### src/rtl/ela_deinterlacer.sv
// ela_deinterlacer: field-interlaced to progressive frame converter.
// Modes: copy, field view, line average, multi-channel ELA.
module ela_deinterlacer #(
  parameter int IMG_W      = 400,
  parameter int IMG_H      = 300,
  parameter int CH         = 3,
  parameter int CW         = 4,
  parameter int ADDR_WIDTH = 19
) (
  input  logic                  clk_p,
  input  logic                  rst_n,
  input  logic                  start,
  input  logic [1:0]            mode,
  output logic                  busy,
  output logic                  done,
  output logic [ADDR_WIDTH-1:0] rd_addr,
  input  logic [CH*CW-1:0]      rd_data,
  output logic                  wr_en,
  output logic [ADDR_WIDTH-1:0] wr_addr,
  output logic [CH*CW-1:0]      wr_data
);

  localparam int DW  = CH * CW;
  localparam int DCW = CW + $clog2(CH + 1);
  localparam int RW  = $clog2(IMG_H);
  localparam int CLW = $clog2(IMG_W);
  localparam int AW  = ADDR_WIDTH;

  localparam logic [RW-1:0]  LAST_R = RW'(IMG_H - 1);
  localparam logic [CLW-1:0] LAST_C = CLW'(IMG_W - 1);
  localparam logic [CLW-1:0] PEN_C  = CLW'(IMG_W - 2);
  localparam logic [AW-1:0]  W_A    = AW'(IMG_W);
  localparam logic [AW-1:0]  ONE_A  = AW'(1);

  localparam logic [1:0] M_COPY  = 2'd0;
  localparam logic [1:0] M_FIELD = 2'd1;
  localparam logic [1:0] M_ELA   = 2'd3;

  typedef enum logic [3:0] {
    S_IDLE,
    S_ROW_SEL,
    S_STREAM,
    S_BLANK,
    S_GATHER,
    S_CALC,
    S_WRITE,
    S_DRAIN,
    S_DONE
  } state_t;

  state_t state, nxt;

  logic [1:0]     mode_q;
  logic [RW-1:0]  row;
  logic [CLW-1:0] col;
  logic [AW-1:0]  addr;
  logic [2:0]     g_idx, g_last, g_next;

  logic           s1_v, s1_zero;
  logic [AW-1:0]  s1_addr;
  logic           cap_v;
  logic [2:0]     cap_idx;
  logic [DW-1:0]  smp [6];
  logic [DW-1:0]  cur [6];

  logic copy_row, blank_row, last_c, last_r;
  logic ela_int, issue, accept;
  logic use_v, sel_cp, sel_v, sel_l;
  logic [DCW-1:0] d1, d2, d3;
  logic [DW-1:0]  calc_res;

  function automatic logic [CW-1:0] absd(
    input logic [CW-1:0] x,
    input logic [CW-1:0] y
  );
    return (x > y) ? x - y : y - x;
  endfunction

  function automatic logic [DW-1:0] avg(
    input logic [DW-1:0] x,
    input logic [DW-1:0] y
  );
    logic [DW-1:0] r;
    logic [CW:0]   s;
    r = '0;
    for (int k = 0; k < CH; k++) begin
      s = {1'b0, x[k*CW +: CW]} + {1'b0, y[k*CW +: CW]};
      r[k*CW +: CW] = s[CW:1];
    end
    return r;
  endfunction

  assign copy_row  = !row[0] || mode_q == M_COPY;
  assign blank_row = !copy_row && mode_q == M_FIELD;
  assign last_c    = col == LAST_C;
  assign last_r    = row == LAST_R;
  assign ela_int   = mode_q == M_ELA && col != '0 && !last_c;

  // odd last row has no row below: single read of b, passed through
  assign g_last = last_r ? 3'd2 : ela_int ? 3'd5 : 3'd3;
  assign g_next = (!last_r && mode_q == M_ELA && col != PEN_C)
                ? 3'd0 : 3'd2;

  assign issue  = (state == S_ROW_SEL && (copy_row || blank_row))
               || state == S_STREAM || state == S_BLANK;
  assign accept = start && (state == S_IDLE || state == S_DONE);
  assign busy   = state != S_IDLE && state != S_DONE;
  assign done   = state == S_DONE;

  always_comb begin
    nxt = state;
    unique case (state)
      S_IDLE:    if (start) nxt = S_ROW_SEL;
      S_ROW_SEL: nxt = copy_row  ? S_STREAM :
                       blank_row ? S_BLANK  : S_GATHER;
      S_STREAM,
      S_BLANK:   if (last_c) nxt = last_r ? S_DRAIN : S_ROW_SEL;
      S_GATHER:  if (g_idx == g_last) nxt = S_CALC;
      S_CALC:    nxt = S_WRITE;
      S_WRITE:   nxt = !last_c ? S_GATHER :
                       last_r  ? S_DONE   : S_ROW_SEL;
      S_DRAIN:   if (!s1_v) nxt = S_DONE;
      S_DONE:    nxt = start ? S_ROW_SEL : S_IDLE;
      default:   nxt = S_IDLE;
    endcase
  end

  // neighbour order a, f, b, e, c', d
  always_comb begin
    rd_addr = '0;
    if (state == S_STREAM || (state == S_ROW_SEL && copy_row)) begin
      rd_addr = addr;
    end else if (state == S_GATHER) begin
      case (g_idx)
        3'd0:    rd_addr = addr - W_A - ONE_A;
        3'd1:    rd_addr = addr + W_A + ONE_A;
        3'd2:    rd_addr = addr - W_A;
        3'd3:    rd_addr = addr + W_A;
        3'd4:    rd_addr = addr - W_A + ONE_A;
        default: rd_addr = addr + W_A - ONE_A;
      endcase
    end
  end

  always_comb begin
    for (int i = 0; i < 6; i++) begin
      cur[i] = (cap_v && cap_idx == 3'(i)) ? rd_data : smp[i];
    end
    d1 = '0;
    d2 = '0;
    d3 = '0;
    for (int k = 0; k < CH; k++) begin
      d1 = d1 + DCW'(absd(cur[0][k*CW +: CW], cur[1][k*CW +: CW]));
      d2 = d2 + DCW'(absd(cur[2][k*CW +: CW], cur[3][k*CW +: CW]));
      d3 = d3 + DCW'(absd(cur[4][k*CW +: CW], cur[5][k*CW +: CW]));
    end
  end

  // vertical wins ties; edges and LINE_AVG force vertical
  assign use_v  = !ela_int || (d2 <= d1 && d2 <= d3);
  assign sel_cp = last_r;
  assign sel_v  = !last_r && use_v;
  assign sel_l  = !last_r && !use_v && d1 <= d3;

  always_comb begin
    calc_res = avg(cur[4], cur[5]);
    unique case (1'b1)
      sel_cp:  calc_res = cur[2];
      sel_v:   calc_res = avg(cur[2], cur[3]);
      sel_l:   calc_res = avg(cur[0], cur[1]);
      default: ;
    endcase
  end

  always_ff @(posedge clk_p or negedge rst_n) begin
    if (!rst_n) state <= S_IDLE;
    else        state <= nxt;
  end

  always_ff @(posedge clk_p or negedge rst_n) begin
    if (!rst_n) begin
      mode_q <= '0;
      row    <= '0;
      col    <= '0;
      addr   <= '0;
      g_idx  <= '0;
    end else begin
      if (accept) begin
        mode_q <= mode;
        row    <= '0;
        col    <= '0;
        addr   <= '0;
      end
      case (state)
        S_ROW_SEL: begin
          g_idx <= 3'd2;
          if (issue) begin
            col  <= CLW'(1);
            addr <= addr + ONE_A;
          end
        end
        S_STREAM, S_BLANK, S_WRITE: begin
          addr  <= addr + ONE_A;
          g_idx <= g_next;
          if (last_c) begin
            col <= '0;
            row <= row + RW'(1);
          end else begin
            col <= col + CLW'(1);
          end
        end
        S_GATHER: g_idx <= g_idx + 3'd1;
        default: ;
      endcase
    end
  end

  always_ff @(posedge clk_p or negedge rst_n) begin
    if (!rst_n) begin
      s1_v    <= 1'b0;
      s1_zero <= 1'b0;
      s1_addr <= '0;
      cap_v   <= 1'b0;
      cap_idx <= '0;
      for (int i = 0; i < 6; i++) smp[i] <= '0;
      wr_en   <= 1'b0;
      wr_addr <= '0;
      wr_data <= '0;
    end else begin
      s1_v    <= issue;
      s1_zero <= blank_row;
      s1_addr <= addr;
      cap_v   <= state == S_GATHER;
      cap_idx <= g_idx;
      if (cap_v) smp[cap_idx] <= rd_data;
      wr_en <= s1_v || state == S_CALC;
      if (s1_v) begin
        wr_addr <= s1_addr;
        wr_data <= s1_zero ? '0 : rd_data;
      end else if (state == S_CALC) begin
        wr_addr <= addr;
        wr_data <= calc_res;
      end
    end
  end

endmodule
### config.mk
export PLATFORM = sky130hd
export DESIGN_NAME = ela_deinterlacer
export DESIGN_NICKNAME = d
export VERILOG_FILES = /design/src/rtl/ela_deinterlacer.sv
export SDC_FILE = /design/constraint.sdc
export NUM_CORES = 1
export LEC_CHECK = 0
export BUFFER_PORTS_ARGS = -buffer_cell sky130_fd_sc_hd__buf_2
export CAP_MARGIN = 10
export CORE_ASPECT_RATIO = 2
export CORE_UTILIZATION = 50
export CTS_BUF_LIST = sky130_fd_sc_hd__clkbuf_16
export DETAILED_ROUTE_END_ITERATION = 10
export GPL_ROUTABILITY_DRIVEN = 1
export PLACE_DENSITY_LB_ADDON = 0.08
export SLEW_MARGIN = 20
export SYNTH_ARGS = -nofsm -noshare
export SYNTH_HDL_FRONTEND = slang
export SYNTH_SLANG_ARGS = --single-unit
### constraint.sdc
create_clock -name clk_p -period 9.2 [get_ports clk_p]
set_clock_uncertainty 0.15 [all_clocks]
set_input_delay 1.84 -clock clk_p [delete_from_list [all_inputs] [get_ports clk_p]]
set_output_delay 1.84 -clock clk_p [all_outputs]
set_load 0.005 [all_outputs]
After elaboration in Yosys (flattened, before gate mapping)
Cells that the tools add are included.
{"block": "totals", "register_bits": 175, "input_bits": 17, "wordCells": 203}
{"block": "classes", "n_addsub": 43, "magnitude_cmp": 14, "n_eq_ne": 28, "muxes": 52, "bitwise_logic": 1, "reduce_logical": 45}
{"operator": "two-way mux 12 bit", "n": 10}
{"operator": "two-way mux 19 bit", "n": 6}
{"operator": "one-hot mux 19 bit (5 select lines)", "n": 1}
{"operator": "bitwise mux 72 bit", "n": 1}
{"operator": "subtractor 4 bit", "n": 18}
{"operator": "adder 4 x 4 -> 5 bit", "n": 12}
{"operator": "two-way mux 4 bit", "n": 15}
{"operator": "adder 19 x 1 -> 19 bit, second input constant", "n": 3}
{"operator": "two-way mux 9 bit", "n": 6}
{"operator": "one-hot mux 19 bit (2 select lines)", "n": 1}
{"operator": "subtractor 19 x 1 -> 19 bit, second input constant", "n": 2}
{"operator": "demux 12 bit (select 3 bit)", "n": 1}
{"operator": "greater-than comparator 4 bit", "n": 9}
{"operator": "one-hot mux 12 bit (3 select lines)", "n": 1}
{"operator": "one-hot mux 4 bit (8 select lines)", "n": 1}
{"operator": "logical AND 1 bit", "n": 20}
{"operator": "adder 19 x 9 -> 19 bit, second input constant", "n": 1}
{"operator": "subtractor 19 x 9 -> 19 bit, second input constant", "n": 1}
{"operator": "adder 5 x 4 -> 6 bit", "n": 3}
{"operator": "adder 9 x 1 -> 9 bit, second input constant", "n": 2}
{"operator": "== test 9 bit, second input constant", "n": 2}
{"operator": "less-or-equal comparator 6 bit", "n": 3}
{"operator": "one-hot mux 9 bit (2 select lines)", "n": 1}
{"operator": "== test 4 x 3 -> 1 bit, second input constant", "n": 4}
{"operator": "32 further kinds", "n": 59}

Longest topological paths before layout
{"block": "depth", "ltp_word": 16, "mapped_depth": 30, "ltp_nobuf": 27}

Worst setup path after synthesis
Ideal clock, no wire load.
{"block": "synth_path", "path_type": "in2reg", "startpoint": "input port rd_data[2]", "endpoint": "register wr_data[9]", "t_arrival_ps": 7049, "required_ps": 8931, "path_slack_ps": 1882, "cell_stages": 22, "n_path_buf": 2, "cell_sequence": "clkbuf_1 mux2_2 ha_1 clkbuf_1 nand2_1 o32ai_1 nor2_1 a21oi_1 xnor2_1 fa_1 inv_1 fa_1 inv_1 ha_1 a21oi_1 nand2_1 maj3_1 a311o_1 a311oi_4 nor2_2 a2111oi_0 o21ba_2"}
{"block": "synth_via", "elab_chain_len": 14, "word_cells_on_any_way": 36, "cone_classes": "12 x add/sub; 6 x order compare; 12 x mux; 6 x reduce/logical"}
{"item": "start, declared", "line_no": "17", "rtl": "input logic [CH*CW-1:0] rd_data,"}
{"item": "two-way mux 12 bit", "line_no": "147", "rtl": "cur[i] = (cap_v && cap_idx == 3'(i)) ? rd_data : smp[i];"}
{"item": "subtractor 4 bit / greater-than comparator 4 bit (equally long branches)", "line_no": "76", "rtl": "return (x > y) ? x - y : y - x;"}
{"item": "two-way mux 4 bit", "line_no": "76"}
{"item": "adder 4 x 4 -> 5 bit, on equally long branches", "line_no": "154, 153, 155"}
{"item": "adder 5 x 4 -> 6 bit, on equally long branches", "line_no": "154, 153, 155"}
{"item": "less-or-equal comparator 6 bit", "line_no": "160", "rtl": "assign use_v = !ela_int || (d2 <= d1 && d2 <= d3);"}
{"item": "logical AND 1 bit", "line_no": "160"}
{"item": "logical OR 1 bit", "line_no": "160"}
{"item": "logical NOT 1 bit", "line_no": "163", "rtl": "assign sel_l = !last_r && !use_v && d1 <= d3;"}
{"item": "logical AND 1 bit (2 in series)", "line_no": "163"}
{"item": "one-hot mux 12 bit (3 select lines) *", "line_no": "167", "rtl": "unique case (1'b1)"}
{"item": "two-way mux 12 bit *", "line_no": "240", "rtl": "end else if (state == S_CALC) begin"}
{"item": "two-way mux 12 bit *", "line_no": "237", "rtl": "if (s1_v) begin"}
{"item": "end signal, assigned", "line_no": "239", "rtl": "wr_data <= s1_zero ? '0 : rd_data;"}
{"item": "end signal, assigned", "line_no": "242", "rtl": "wr_data <= calc_res;"}
{"item": "end, declared", "line_no": "20", "rtl": "output logic [CH*CW-1:0] wr_data"}
Mark *: on every way between the ends. The rest lies on a longest branch, timed or not. The select of a mux whose other input is x is not followed.
A chain may end at the register's enable or synchronous reset.

Worst setup path after layout
{"block": "layout_path", "startpoint": "register cap_idx[0]", "endpoint": "register wr_data[9]"}
{"block": "layout_via", "elab_chain_len": 16, "word_cells_on_any_way": 75, "cone_classes": "27 x add/sub; 12 x order compare; 5 x eq/ne; 18 x mux; 13 x reduce/logical"}
{"item": "start, declared", "line_no": "62", "rtl": "logic [2:0] cap_idx;"}
{"item": "start signal, assigned", "line_no": "234", "rtl": "cap_idx <= g_idx;"}
{"item": "== test 3 x 2 -> 1 bit, or another cell as far along", "line_no": "147"}
{"item": "logical AND 1 bit", "line_no": "147"}
{"item": "two-way mux 12 bit", "line_no": "147"}
{"item": "subtractor 4 bit / greater-than comparator 4 bit (equally long branches)", "line_no": "76"}
{"item": "two-way mux 4 bit", "line_no": "76"}
{"item": "adder 4 x 4 -> 5 bit, on equally long branches", "line_no": "154, 153, 155"}
{"item": "adder 5 x 4 -> 6 bit, on equally long branches", "line_no": "154, 153, 155"}
{"item": "less-or-equal comparator 6 bit", "line_no": "160"}
{"item": "logical AND 1 bit", "line_no": "160"}
{"item": "logical OR 1 bit", "line_no": "160"}
{"item": "logical NOT 1 bit", "line_no": "163"}
{"item": "logical AND 1 bit (2 in series)", "line_no": "163"}
{"item": "one-hot mux 12 bit (3 select lines) *", "line_no": "167"}
{"item": "two-way mux 12 bit *", "line_no": "240"}
{"item": "two-way mux 12 bit *", "line_no": "237"}
Marks and branches as above.

==> results.toml <==
[route]
via_per_inst = 6.16
drtIter0Drc = 820
ant_nets = 0
first_pass_iters = 5
wl_per_cell_um = 23.7
drc = 0
wirelength_um = 52600
vias = 13700

[worst_setup_path]
critPathCapture = "wr_data[9]"
crit_arrival_ps = 8060
crit_path_end_kind = "flop"
cp_max_fo = 10
r2r_cells = 23
crit_start = "cap_idx[0]"
timing.rr.start = "cap_idx[0]"
crit_type = "flop to flop"
regToRegSetupSlack_ps = 1340
r2r_end = "wr_data[9]"
crit_required_ps = 9400
critPathLaunchType = "flop"

[synth]
syn_inst = 1780
synth_area_leaders = "dfrtp_1 28%, ha_1 11%, mux2_2 10%, fa_1 5.3%, o21ai_0 4.5%"
synth.largest_area_cell = "dfrtp_1"
synth_cell_types = 82
synth_top_flop_cell = "dfrtp_1"
syn-num-nets = 1973
synth_edf_count = 0
synth_seq_cells = 175
ys_async_sr_fraction = 1.00
ys_top_cells_by_count = "175 x dfrtp_1, 141 x inv_1, 141 x o21ai_0, 140 x mux2_2, 136 x nor2_1"
syn_area_um2 = 15800
synth.most_common_cell = "dfrtp_1"
yosys.area.top_type_share = 0.277
yosysSeqAreaShare = 0.277
yosys_warnings = 0
avgSynthCellArea_um2 = 8.89

[outcome]
status = "finished, final reports clean"

[floorplanning]
rows = 91
die_area_um2 = 32400
initial_core_util = 0.511
die_h_um = 254
pin_count = 70
die_w_um = 128
core_area_um2 = 31000

[global_routing]
grt_pass1_wl_um = 80600
gr-total-overflow = 0
grt_max_degree = 81
grtUsageTotal = 0.338
grt_pass1_vias = 14100
antenna_found_initial = 0

[clock_tree]
h-tree-depth = 4
cts_hold_buf = 0
cts_setup_buffers = 0
cts_tree = "done"
path_clk_slew_ps = 80
cts.sinks = 175
insertion_delay_ps = 470
cts_resized = 0
clock_tree.root_cell = "clkbuf_16"
numCtsBuffers = 17
clockBufferDepth = 2

[placement]
port_buffers = 69
place.gp.congestion = 0.987
dp_hpwl_um = 41200
dp_cells = 2186

[power]
power.density_nw_per_um2 = 119
p_leak_uw = 0.00774
peakVddDrop_mv = 0.160

[sta]
drv_slew = 0
setup_tns_ps = 0
setup-violations-final = 0
finalWorstPathRequiredPeriod_ps = 7860
worstMarginPinSlew_ps = 1020
min_period_over_period = 0.855
hold_viol = 0
fmax_mhz = 127
relSlewSlack = 0.313
rsz0062_at_grt = "no"

[cells_and_area]
drive_gt1_frac = 0.168
final_cells = 2218
fillers = 2965
diodes = 0
area_growth_pct = 8.61
nets = 1980

[flow_run]
maxCapViolCount = 0

[worst_hold_path]
hold_class = "flop to flop"
==> metal layers <==
layer  track usage  up-vias  share of wire
li1              -     6301              -
met1         0.295     6647           0.31
met2         0.637      484           0.54
met3        0.0486      235          0.038
met4         0.328        0           0.11
met5             0        -              0
==> cell usage in the layout, fill, tap and decap left out, types with 17 or more instances in the layout <==
cell type / instances
dfrtp_1: 175
ha_1: 134
mux2i_1: 58
nor2_1: 136
xor2_1: 48
mux2_2: 140
nand2_1: 114
buf_4: 30
inv_1: 141
nand3_1: 33
fa_1: 42
o21ai_0: 141
clkbuf_16: 17
a21oi_1: 109
nor3_1: 32
buf_2: 68
a31oi_1: 23
xnor2_1: 42
==> logic make-up after synthesis <==
kind of cell,Yosys count,share of synthesized area
AND/OR/NAND/NOR,454,0.141
AO/OA/AOI/OAI,432,0.174
flip-flops,175,0.277
multiplexers,198,0.136
buffers and inverters,254,0.0625
adder cells (fa/ha/maj),177,0.160
XOR/XNOR,90,0.0498
==> worst max-delay path, stage by stage, from the launching register on <==
cell	delay (ps)
dfrtp_1	510
nor4bb_4	850
buf_4	280
mux2_2	370
ha_1	400
a21oi_1	190
nor2_1	50
o21ai_0	440
a21oi_1	170
xnor2_1	610
fa_1	520
inv_1	110
ha_1	240
a21o_1	160
a21oi_1	170
xor2_1	210
inv_1	130
ha_1	290
o211ai_1	100
a21oi_1	380
a311oi_4	120
nor4_2	860
a221oi_1	200
o21ba_2	260
==> state kept, by name, indices dropped and copies added, names as in the netlist, 4 cells and up <==
| register | count |
|---|---|
| wr_addr | 19 |
| wr_data | 12 |
| s1_addr | 19 |
| state | 4 |
| addr | 19 |
| col | 9 |
| smp | 72 |
| row | 9 |
==> area by class of cell <==
type                       count  area, µm²  area share
multi-input combinational   1351      10500       0.612
clock inverter                15        221      0.0129
clock buffer                  17        425      0.0247
inverter                     143        537      0.0312
tap                          418        523      0.0304
timing repair buffer          99        579      0.0337
sequential                   175       4380       0.255
==> through the flow <==
stage | setup WS, ps | hold slack [ps] | cell area (µm²) | utilization | power, µW
global route | 964 | 343 | 17200 | 0.555 | 2140
CTS | 1350 | 317 | 17200 | 0.555 | 2050
detailed placement | 944 | 295 | 16500 | 0.534 | 1260
global placement | 1030 | 287 | 16500 | 0.534 | 1260
floorplan | 1880 | 199 | 15800 | - | 1120
finish | 1340 | 311 | 17200 | 0.555 | 2050
==> power by group <==
part | switching (µW) | leakage [µW] | internal, µW | total (µW)
clock network | 408 | 0.000308 | 382 | 790
logic | 288 | 0.00530 | 162 | 450
registers | 20.5 | 0.00214 | 784 | 805
total | 717 | 0.00774 | 1330 | 2050
==> worst min-delay path by stage <==
| stage | start | to | cells after the start |
|---|---|---|---|
| 6_report | s1_addr[0] | wr_addr[0] | 2 |
| 5_1_grt | s1_addr[4] | wr_addr[4] | 2 |
| 4_1_cts | s1_addr[15] | wr_addr[15] | 2 |
| 3_5_place_dp | s1_addr[15] | wr_addr[15] | 2 |
| 3_3_place_gp | s1_addr[9] | wr_addr[9] | 2 |
| 2_1_floorplan | addr[18] | s1_addr[18] | 0 |
Power figures use the tool's default switching activity.
